`src/rtl/fft_peak_finder.sv`:
```
// Finds the strongest in-band bin of each FFT magnitude frame and reports it in bins and Hz.
// Frames whose index sequence or tlast placement is broken are dropped and flagged in frame_err.
module fft_peak_finder #(
    parameter int unsigned MAG_W          = 24,
    parameter int unsigned IDX_W          = 12,
    parameter int unsigned FRAME_LEN      = 4096,
    parameter int unsigned MIN_BIN        = 1,
    parameter int unsigned MAX_BIN        = 2047,
    parameter int unsigned THRESH         = 256,
    parameter int unsigned HZ_PER_BIN_Q16 = 768000
) (
    input  logic             clk,
    input  logic             reset,
    input  logic             clear,
    input  logic [MAG_W-1:0] mag_tdata,
    input  logic [IDX_W-1:0] mag_tuser,
    input  logic             mag_tvalid,
    input  logic             mag_tlast,
    output logic             mag_tready,
    output logic [IDX_W-1:0] peak_bin,
    output logic [MAG_W-1:0] peak_mag,
    output logic [31:0]      peak_hz,
    output logic             peak_found,
    output logic             peak_valid,
    output logic             frame_err,
    output logic [15:0]      frame_cnt
);

    localparam logic [1:0] StIdle   = 2'd0;
    localparam logic [1:0] StScan   = 2'd1;
    localparam logic [1:0] StResync = 2'd2;

    localparam logic [IDX_W-1:0] LastIdx   = IDX_W'(FRAME_LEN - 1);
    localparam logic [IDX_W-1:0] MinIdx    = IDX_W'(MIN_BIN);
    localparam logic [IDX_W-1:0] MaxIdx    = IDX_W'(MAX_BIN);
    localparam logic [MAG_W-1:0] ThreshMag = MAG_W'(THRESH);
    localparam logic [43:0]      HzStep    = 44'(HZ_PER_BIN_Q16);

    logic [1:0]       state_q, state_d;
    logic [IDX_W-1:0] exp_idx_q, exp_idx_d;
    logic [IDX_W-1:0] best_bin_q, best_bin_d;
    logic [MAG_W-1:0] best_mag_q, best_mag_d;
    logic             ready_q;

    logic             accept;
    logic             is_first;
    logic             is_last_idx;
    logic             in_band;
    logic             candidate;
    logic             seq_bad;
    logic [IDX_W-1:0] base_bin;
    logic [MAG_W-1:0] base_mag;
    logic [IDX_W-1:0] eval_bin;
    logic [MAG_W-1:0] eval_mag;
    logic             err_set;
    logic             frame_done;

    // Result pipeline stages
    logic             done_q;
    logic             cap_valid_q;
    logic [IDX_W-1:0] cap_bin_q;
    logic [MAG_W-1:0] cap_mag_q;
    logic             cap_found_q;
    logic [43:0]      hz_prod;

    assign mag_tready = ready_q;
    assign accept     = mag_tvalid & ready_q;

    // Beat evaluation; an idx-0 beat restarts the search from 0/0
    always_comb begin
        is_first    = (mag_tuser == '0);
        is_last_idx = (mag_tuser == LastIdx);
        in_band     = (mag_tuser >= MinIdx) && (mag_tuser <= MaxIdx);
        base_bin    = is_first ? '0 : best_bin_q;
        base_mag    = is_first ? '0 : best_mag_q;
        candidate   = in_band && (mag_tdata > base_mag);
        eval_bin    = candidate ? mag_tuser : base_bin;
        eval_mag    = candidate ? mag_tdata : base_mag;
        seq_bad     = (mag_tuser != exp_idx_q) || (mag_tlast && !is_last_idx) ||
                      (is_last_idx && !mag_tlast);
    end

    always_comb begin
        state_d    = state_q;
        exp_idx_d  = exp_idx_q;
        best_bin_d = best_bin_q;
        best_mag_d = best_mag_q;
        err_set    = 1'b0;
        frame_done = 1'b0;
        case (state_q)
            StIdle: begin
                if (accept) begin
                    if (!is_first) begin
                        err_set = 1'b1;
                        state_d = mag_tlast ? StIdle : StResync;
                    end else if (mag_tlast) begin
                        // A one-beat frame can never be a complete frame
                        err_set = 1'b1;
                    end else begin
                        best_bin_d = eval_bin;
                        best_mag_d = eval_mag;
                        exp_idx_d  = IDX_W'(1);
                        state_d    = StScan;
                    end
                end
            end
            StScan: begin
                if (accept) begin
                    if (seq_bad) begin
                        err_set = 1'b1;
                        state_d = mag_tlast ? StIdle : StResync;
                    end else begin
                        best_bin_d = eval_bin;
                        best_mag_d = eval_mag;
                        exp_idx_d  = exp_idx_q + IDX_W'(1);
                        if (mag_tlast) begin
                            frame_done = 1'b1;
                            state_d    = StIdle;
                        end
                    end
                end
            end
            StResync: begin
                if (accept && mag_tlast) begin
                    state_d = StIdle;
                end
            end
            default: state_d = StIdle;
        endcase
    end

    always_ff @(posedge clk or posedge reset) begin
        if (reset) begin
            state_q    <= StIdle;
            exp_idx_q  <= '0;
            best_bin_q <= '0;
            best_mag_q <= '0;
            ready_q    <= 1'b0;
        end else begin
            state_q    <= state_d;
            exp_idx_q  <= exp_idx_d;
            best_bin_q <= best_bin_d;
            best_mag_q <= best_mag_d;
            ready_q    <= 1'b1;
        end
    end

    // E1: snapshot the finished frame before the next frame's idx 0 reinitialises best
    always_ff @(posedge clk or posedge reset) begin
        if (reset) begin
            done_q      <= 1'b0;
            cap_valid_q <= 1'b0;
            cap_bin_q   <= '0;
            cap_mag_q   <= '0;
            cap_found_q <= 1'b0;
        end else begin
            done_q      <= frame_done;
            cap_valid_q <= done_q;
            if (done_q) begin
                cap_bin_q   <= best_bin_q;
                cap_mag_q   <= best_mag_q;
                cap_found_q <= (best_mag_q >= ThreshMag);
            end
        end
    end

    assign hz_prod = 44'(cap_bin_q) * HzStep;

    // E2: publish results
    always_ff @(posedge clk or posedge reset) begin
        if (reset) begin
            peak_bin   <= '0;
            peak_mag   <= '0;
            peak_hz    <= '0;
            peak_found <= 1'b0;
            peak_valid <= 1'b0;
        end else begin
            peak_valid <= cap_valid_q;
            if (cap_valid_q) begin
                peak_found <= cap_found_q;
                if (cap_found_q) begin
                    peak_bin <= cap_bin_q;
                    peak_mag <= cap_mag_q;
                    peak_hz  <= 32'(hz_prod >> 16);
                end else begin
                    peak_bin <= '0;
                    peak_mag <= '0;
                    peak_hz  <= '0;
                end
            end
        end
    end

    always_ff @(posedge clk or posedge reset) begin
        if (reset) begin
            frame_err <= 1'b0;
            frame_cnt <= '0;
        end else begin
            if (err_set) begin
                frame_err <= 1'b1;
            end else if (clear) begin
                frame_err <= 1'b0;
            end
            if (clear) begin
                frame_cnt <= '0;
            end else if (cap_valid_q) begin
                frame_cnt <= frame_cnt + 16'd1;
            end
        end
    end

endmodule

```
`config.mk`:
```
export PLATFORM = sky130hd
export DESIGN_NAME = fft_peak_finder
export DESIGN_NICKNAME = d
export VERILOG_FILES = /design/src/rtl/fft_peak_finder.sv
export SDC_FILE = /design/constraint.sdc
export NUM_CORES = 1
export LEC_CHECK = 0
export CAP_MARGIN = 20
export CORE_MARGIN = 2
export CORE_UTILIZATION = 51
export DETAILED_ROUTE_END_ITERATION = 7
export PLACE_DENSITY = 0.78
export SLEW_MARGIN = 20
export SYNTH_ARGS = -nofsm -noshare
export SYNTH_HDL_FRONTEND = slang
export SYNTH_SLANG_ARGS = --single-unit
```
`constraint.sdc`:
```
create_clock -name clk -period 5.2 [get_ports clk]
set_clock_uncertainty 0.05 [all_clocks]
set_input_delay 0.78 -clock clk [delete_from_list [all_inputs] [get_ports clk]]
set_output_delay 0.78 -clock clk [all_outputs]
set_load 0.02 [all_outputs]
```
Word level (Yosys, flattened, before mapping)
Index checks and enable logic that the tools add are counted.
Storage, ports and cells
  output and inout bits: 88
  logic and storage cells: 100
  register bits: 177
  input port bits: 41
Cells by class
  magnitude comparators: 4
  reduce and logical (&&, ||, !) cells: 16
  bitwise logic cells: 1
  mux-type cells: 47
  multipliers: 1
  $add $sub $neg: 2
  equality and inequality tests: 12
Operator list (count)
  24-bit two-way mux: 8
  12-bit two-way mux: 13
  16-bit two-way mux: 3
  12-bit case mux with 2 select lines: 2
  24-bit case mux with 2 select lines: 1
  24-bit by 9-bit >= comparator with 1-bit output (second input constant): 1
  24-bit greater-than comparator: 1
  12-bit by 9-bit multiplier with 21-bit output (second input constant): 1
  16-bit by 1-bit adder with 16-bit output (second input constant): 1
  2-bit two-way mux: 8
  12-bit by 1-bit adder with 12-bit output (second input constant): 1
  12-bit equality test (second input constant): 1
  12-bit by 1-bit >= comparator with 1-bit output (second input constant): 1
  12-bit by 11-bit less-or-equal comparator with 1-bit output (second input constant): 1
  12-bit logical NOT: 1
  12-bit inequality test: 1
  2-bit inequality test (second input constant): 6
  1-bit two-way mux: 10
  3-bit inequality test (second input constant): 2
  2-bit case mux with 3 select lines: 1
  6-bit AND reduction: 1
  2-bit nonzero test: 3
  1-bit logical AND: 5
  5-bit AND reduction: 1
  other kinds (7): 9

Depth between registers and ports, before layout
Gate-level depths: netlist of run 1.
  depth after elaboration: 9
  mapped depth: 16
  gate-level depth less buffers: 16

Worst setup path before layout of run 1
Ideal clock, no wire load.
  path type: register to register
  start point: register cap_bin_q[6]
  end point: register peak_hz[12]
  buffers on the path: 0
  arrival: 4.496 ns
  cell stages (with the launch flop): 17
  required time: 5.028 ns
  clock period less this slack: 4.668 ns
  setup slack: 0.532 ns
  library setup time: 0.122 ns
  cells stage by stage: dfrtp_1 > fa_1 > inv_1 > fa_1 > inv_1 > fa_1 > inv_1 > fa_1 > inv_1 > ha_1 > o211ai_1 > a21oi_1 > a221oi_2 > a211oi_1 > o21a_1 > or3_1 > a32o_1
On the way
  longest elaborated chain between the ends: 2
RTL lines
  start, declared: line 61  | logic [IDX_W-1:0] cap_bin_q;
  start signal, assigned: line 160  | cap_bin_q <= best_bin_q;
  12-bit by 9-bit multiplier with 21-bit output: line 167  | assign hz_prod = 44'(cap_bin_q) * HzStep;
  16-bit two-way mux: line 181  | if (cap_found_q) begin
  end signal, assigned: line 184  | peak_hz <= 32'(hz_prod >> 16);
  end, declared: line 22  | output logic [31:0] peak_hz,
Every way passes these cells.
A chain may end at the register's enable or synchronous reset.

Worst setup path in the final report of run 1
Same ends and word-level chain as after synthesis.

==> impl_metrics.yaml, run 1 <==
placed_design:
  place.gp.congestion: 0.887
  port_buffers: 112
  place_area_sq_um: 11000
  place.detailed.hpwl_microns: 15900
sta:
  period_share_pct: 95.1
  holdWs_ps: 429
  rsz0062_at_grt: "false"
  drv_slew: 0
  fin_tns_setup_ps: 0
  relSlewSlack_pct: 30.3
  hold_viol_final: 0
  fmax_ghz: 0.202
  setup_viol: 0
  tightest_slew_ps: 1040
  min_period_ps: 4950
floorplan:
  die_h_microns: 142
  io_pins: 129
  num_rows: 50
  core_area_sq_um: 18700
  die_area_sq_um: 20200
  start_util_pct: 52.1
  dieWidth_microns: 142
route:
  first_pass_iters: 5
  ant_nets: 0
  wire_per_inst_microns: 17.4
  wl_microns: 21900
  drtIter0Drc: 321
  drc: 0
  num_vias: 7016
  via_per_inst: 5.58
worst_setup_path:
  r2r.worst_path.cells: 16
  path_cells: "fa_1 > inv_1 > fa_1 > inv_1 > fa_1 > inv_1 > fa_1 > inv_1 > ha_1 > o211ai_1 > a21oi_1 > a221oi_2 > a211oi_1 > o21a_1 > or3_1 > a32o_1"
  crit_buf_inv: 4
  startpoint_type: "flop"
  timing.rr.start: "cap_bin_q[6]$_DFFE_PP0P_"
  cpLargestDelayFamily: "adder cells"
  reg2reg_slack_ps: 250
  rr_endpoint: "peak_hz[12]$_DFFE_PP0P_"
  critical_path_required_ps: 5470
  slowest_stage: "fa_1"
  slowest_delay_ps: 550
  cp_max_fo: 9
  critPathKind: "reg2reg"
  arrival_ps: 5220
  end_kind: "flop"
cells_and_area:
  nFillCells: 1448
  fin_nets: 1180
  final_area_sq_um: 11600
  layout-drive-gt1-share_pct: 7.92
  insertedDiodeCount: 0
  syn_to_final_growth_pct: 19.2
global_route:
  grt_pass1_vias: 7275
  grtUsageMet2_pct: 38.5
  grt_start_max_net_pins: 97
  grt_pass1_wl_microns: 36500
  grt-ovfl-total: 0
  grt_antenna_before_repair: 0
  grt_use_met3_pct: 4.98
  grt_busiest_layer: "met2"
  grt_usage_pct: 23.0
  use_met1_pct: 30.1
clock_network:
  cts_hold_buf: 0
  clkLatencyLatePin_ps: 430
  htreeDepth: 4
  clkSinkCount: 161
  clock_path_buffers: 2
  cts_tree: "built"
  cts_buffers: 17
  clk_pin_slew_ps: 60
  root_buffer: "clkbuf_16"
synth:
  syn_inst: 906
  ys_types: 59
  yosysMostFrequentCell: "dfrtp_1"
  yosysWarnings: 0
  synth_edf_count: 0
  ys_async_sr_fraction_pct: 100
  netlist.area_leader.share_pct: 41.3
  netlist_area_sq_um: 9750
  ys_seq_elements: 161
  synthTopCellsByArea: "dfrtp_1 (41%), ha_1 (10%), fa_1 (9.9%)"
  synthTopCellsByCount: "dfrtp_1 (161), inv_1 (132), ha_1 (80)"
  synth_area_per_cell_sq_um: 10.8
  ys_dominant_reg_cell: "dfrtp_1"
  seq_area_frac_synth_pct: 41.3
  yosysTopAreaCell: "dfrtp_1"
outcome:
  status: "finished, final reports clean"
power:
  power_density_nw_per_um2: 225
  p_leak_nw: 5.47
  power_mw: 2.61
  vdd_drop_max_uv: 244
worst_hold_path:
  holdCritPathClass: "reg2reg"
  hold_start: "peak_found$_DFFE_PP0P_"
  holdPathStages: 1
  min_to: "peak_found$_DFFE_PP0P_"
run:
  maxCapViolCount: 0
==> sequential cells by signal, indices dropped and copies added, names as in the netlist <==
name         count
best_mag_q      24
cap_mag_q       24
peak_mag        24
frame_cnt       16
peak_hz         16
best_bin_q      12
cap_bin_q       12
exp_idx_q       12
peak_bin        12
state_q          2
cap_found_q      1
cap_valid_q      1
done_q           1
frame_err        1
mag_tready       1
peak_found       1
peak_valid       1
==> metal layers <==
metal  part of all wire (%)  vias up
li1                       -     3323
met2                     50      141
met4                    1.8        0
met5                      0        -
met1                     44     3517
met3                    4.0       35
==> area by class of cell <==
class | count | area (sq um) | area share, %
multi-input combinational | 579 | 5030 | 43.3
clock inverter | 12 | 135 | 1.16
sequential | 161 | 4030 | 34.7
inverter | 133 | 504 | 4.34
tap | 234 | 293 | 2.52
clock buffer | 19 | 443 | 3.81
timing repair buffer | 119 | 1190 | 10.2
==> metrics by stage <==
step	util [%]	instances	worst slack, ps
final	62.1	1257	254
after global routing	62.1	1257	17.3
after CTS	61.9	1256	187
after detailed placement	58.8	1225	210
after global placement	58.8	1225	331
after floorplan	-	921	21.7
==> repair_timing <==
action	4_1_cts	5_1_grt
endpoints found under the setup margin	0	1
resized for setup	0	5
buffers inserted	0	0
==> cells in the final DEF (no fill, tap or decap), drive strengths merged, types with 3 or more instances in the layout <==
| master | count |
|---|---|
| nand2 | 52 |
| nor4 | 7 |
| nand3 | 15 |
| clkinvlp | 4 |
| nand4b | 3 |
| nand4 | 17 |
| a22o | 63 |
| o21a | 6 |
| a211oi | 4 |
| xnor2 | 24 |
| or3 | 11 |
| dfrtp | 161 |
| o211ai | 3 |
| buf | 7 |
| clkdlybuf4s50 | 112 |
| and2 | 4 |
| conb | 17 |
| fa | 48 |
| nor3 | 9 |
| or4 | 4 |
| a21o | 10 |
| clkbuf | 19 |
| nand2b | 4 |
| inv | 134 |
| ha | 80 |
| nor2b | 5 |
| a21oi | 32 |
| a32o | 13 |
| o31ai | 7 |
| clkinv | 5 |
| nor2 | 40 |
| o21ai | 26 |
| mux2 | 30 |
| xor2 | 12 |
| o2bb2ai | 10 |
==> where the power goes <==
group / switching [mW] / total (mW) / internal [mW]
Clock: 0.517 / 1.23 / 0.718
Combinational: 0.0735 / 0.122 / 0.0481
Sequential: 0.00245 / 1.26 / 1.25
Total: 0.593 / 2.61 / 2.02
==> how the worst max path moves through the flow <==
stage	cells after the start	endpoint	start	slack [ps]
3_3_place_gp	16	peak_hz[12]$_DFFE_PP0P_	cap_bin_q[6]$_DFFE_PP0P_	330
3_5_place_dp	16	peak_hz[12]$_DFFE_PP0P_	cap_bin_q[6]$_DFFE_PP0P_	210
6_report	16	peak_hz[12]$_DFFE_PP0P_	cap_bin_q[6]$_DFFE_PP0P_	250
4_1_cts	16	peak_hz[12]$_DFFE_PP0P_	cap_bin_q[6]$_DFFE_PP0P_	190
2_1_floorplan	1	best_bin_q[0]$_DFFE_PP0P_	reset	20
5_1_grt	16	peak_hz[12]$_DFFE_PP0P_	cap_bin_q[6]$_DFFE_PP0P_	20
==> kinds of logic after synthesis <==
family / count (synthesis) / synth area share [%]
xor gates and xnor gates: 36 / 3.23
DFF: 161 / 41.3
adders and majority gates: 128 / 20.1
other: 2 / 0.0770
buffers and inverters: 181 / 7.94
muxes: 31 / 3.57
and+or+nand+nor: 177 / 9.08
AOI/OAI and AO/OA: 190 / 14.7
(Power assumes the default switching activity.)
==> inputs of run 2 (changes only) <==
--- a/constraint.sdc
+++ b/constraint.sdc
@@ -3,3 +3,3 @@
 set_input_delay 0.78 -clock clk [delete_from_list [all_inputs] [get_ports clk]]
 set_output_delay 0.78 -clock clk [all_outputs]
-set_load 0.02 [all_outputs]
+set_load 0.01 [all_outputs]
==> results of run 2 <==
The final DEF is identical to that of run 1. Status: finished, final reports clean.
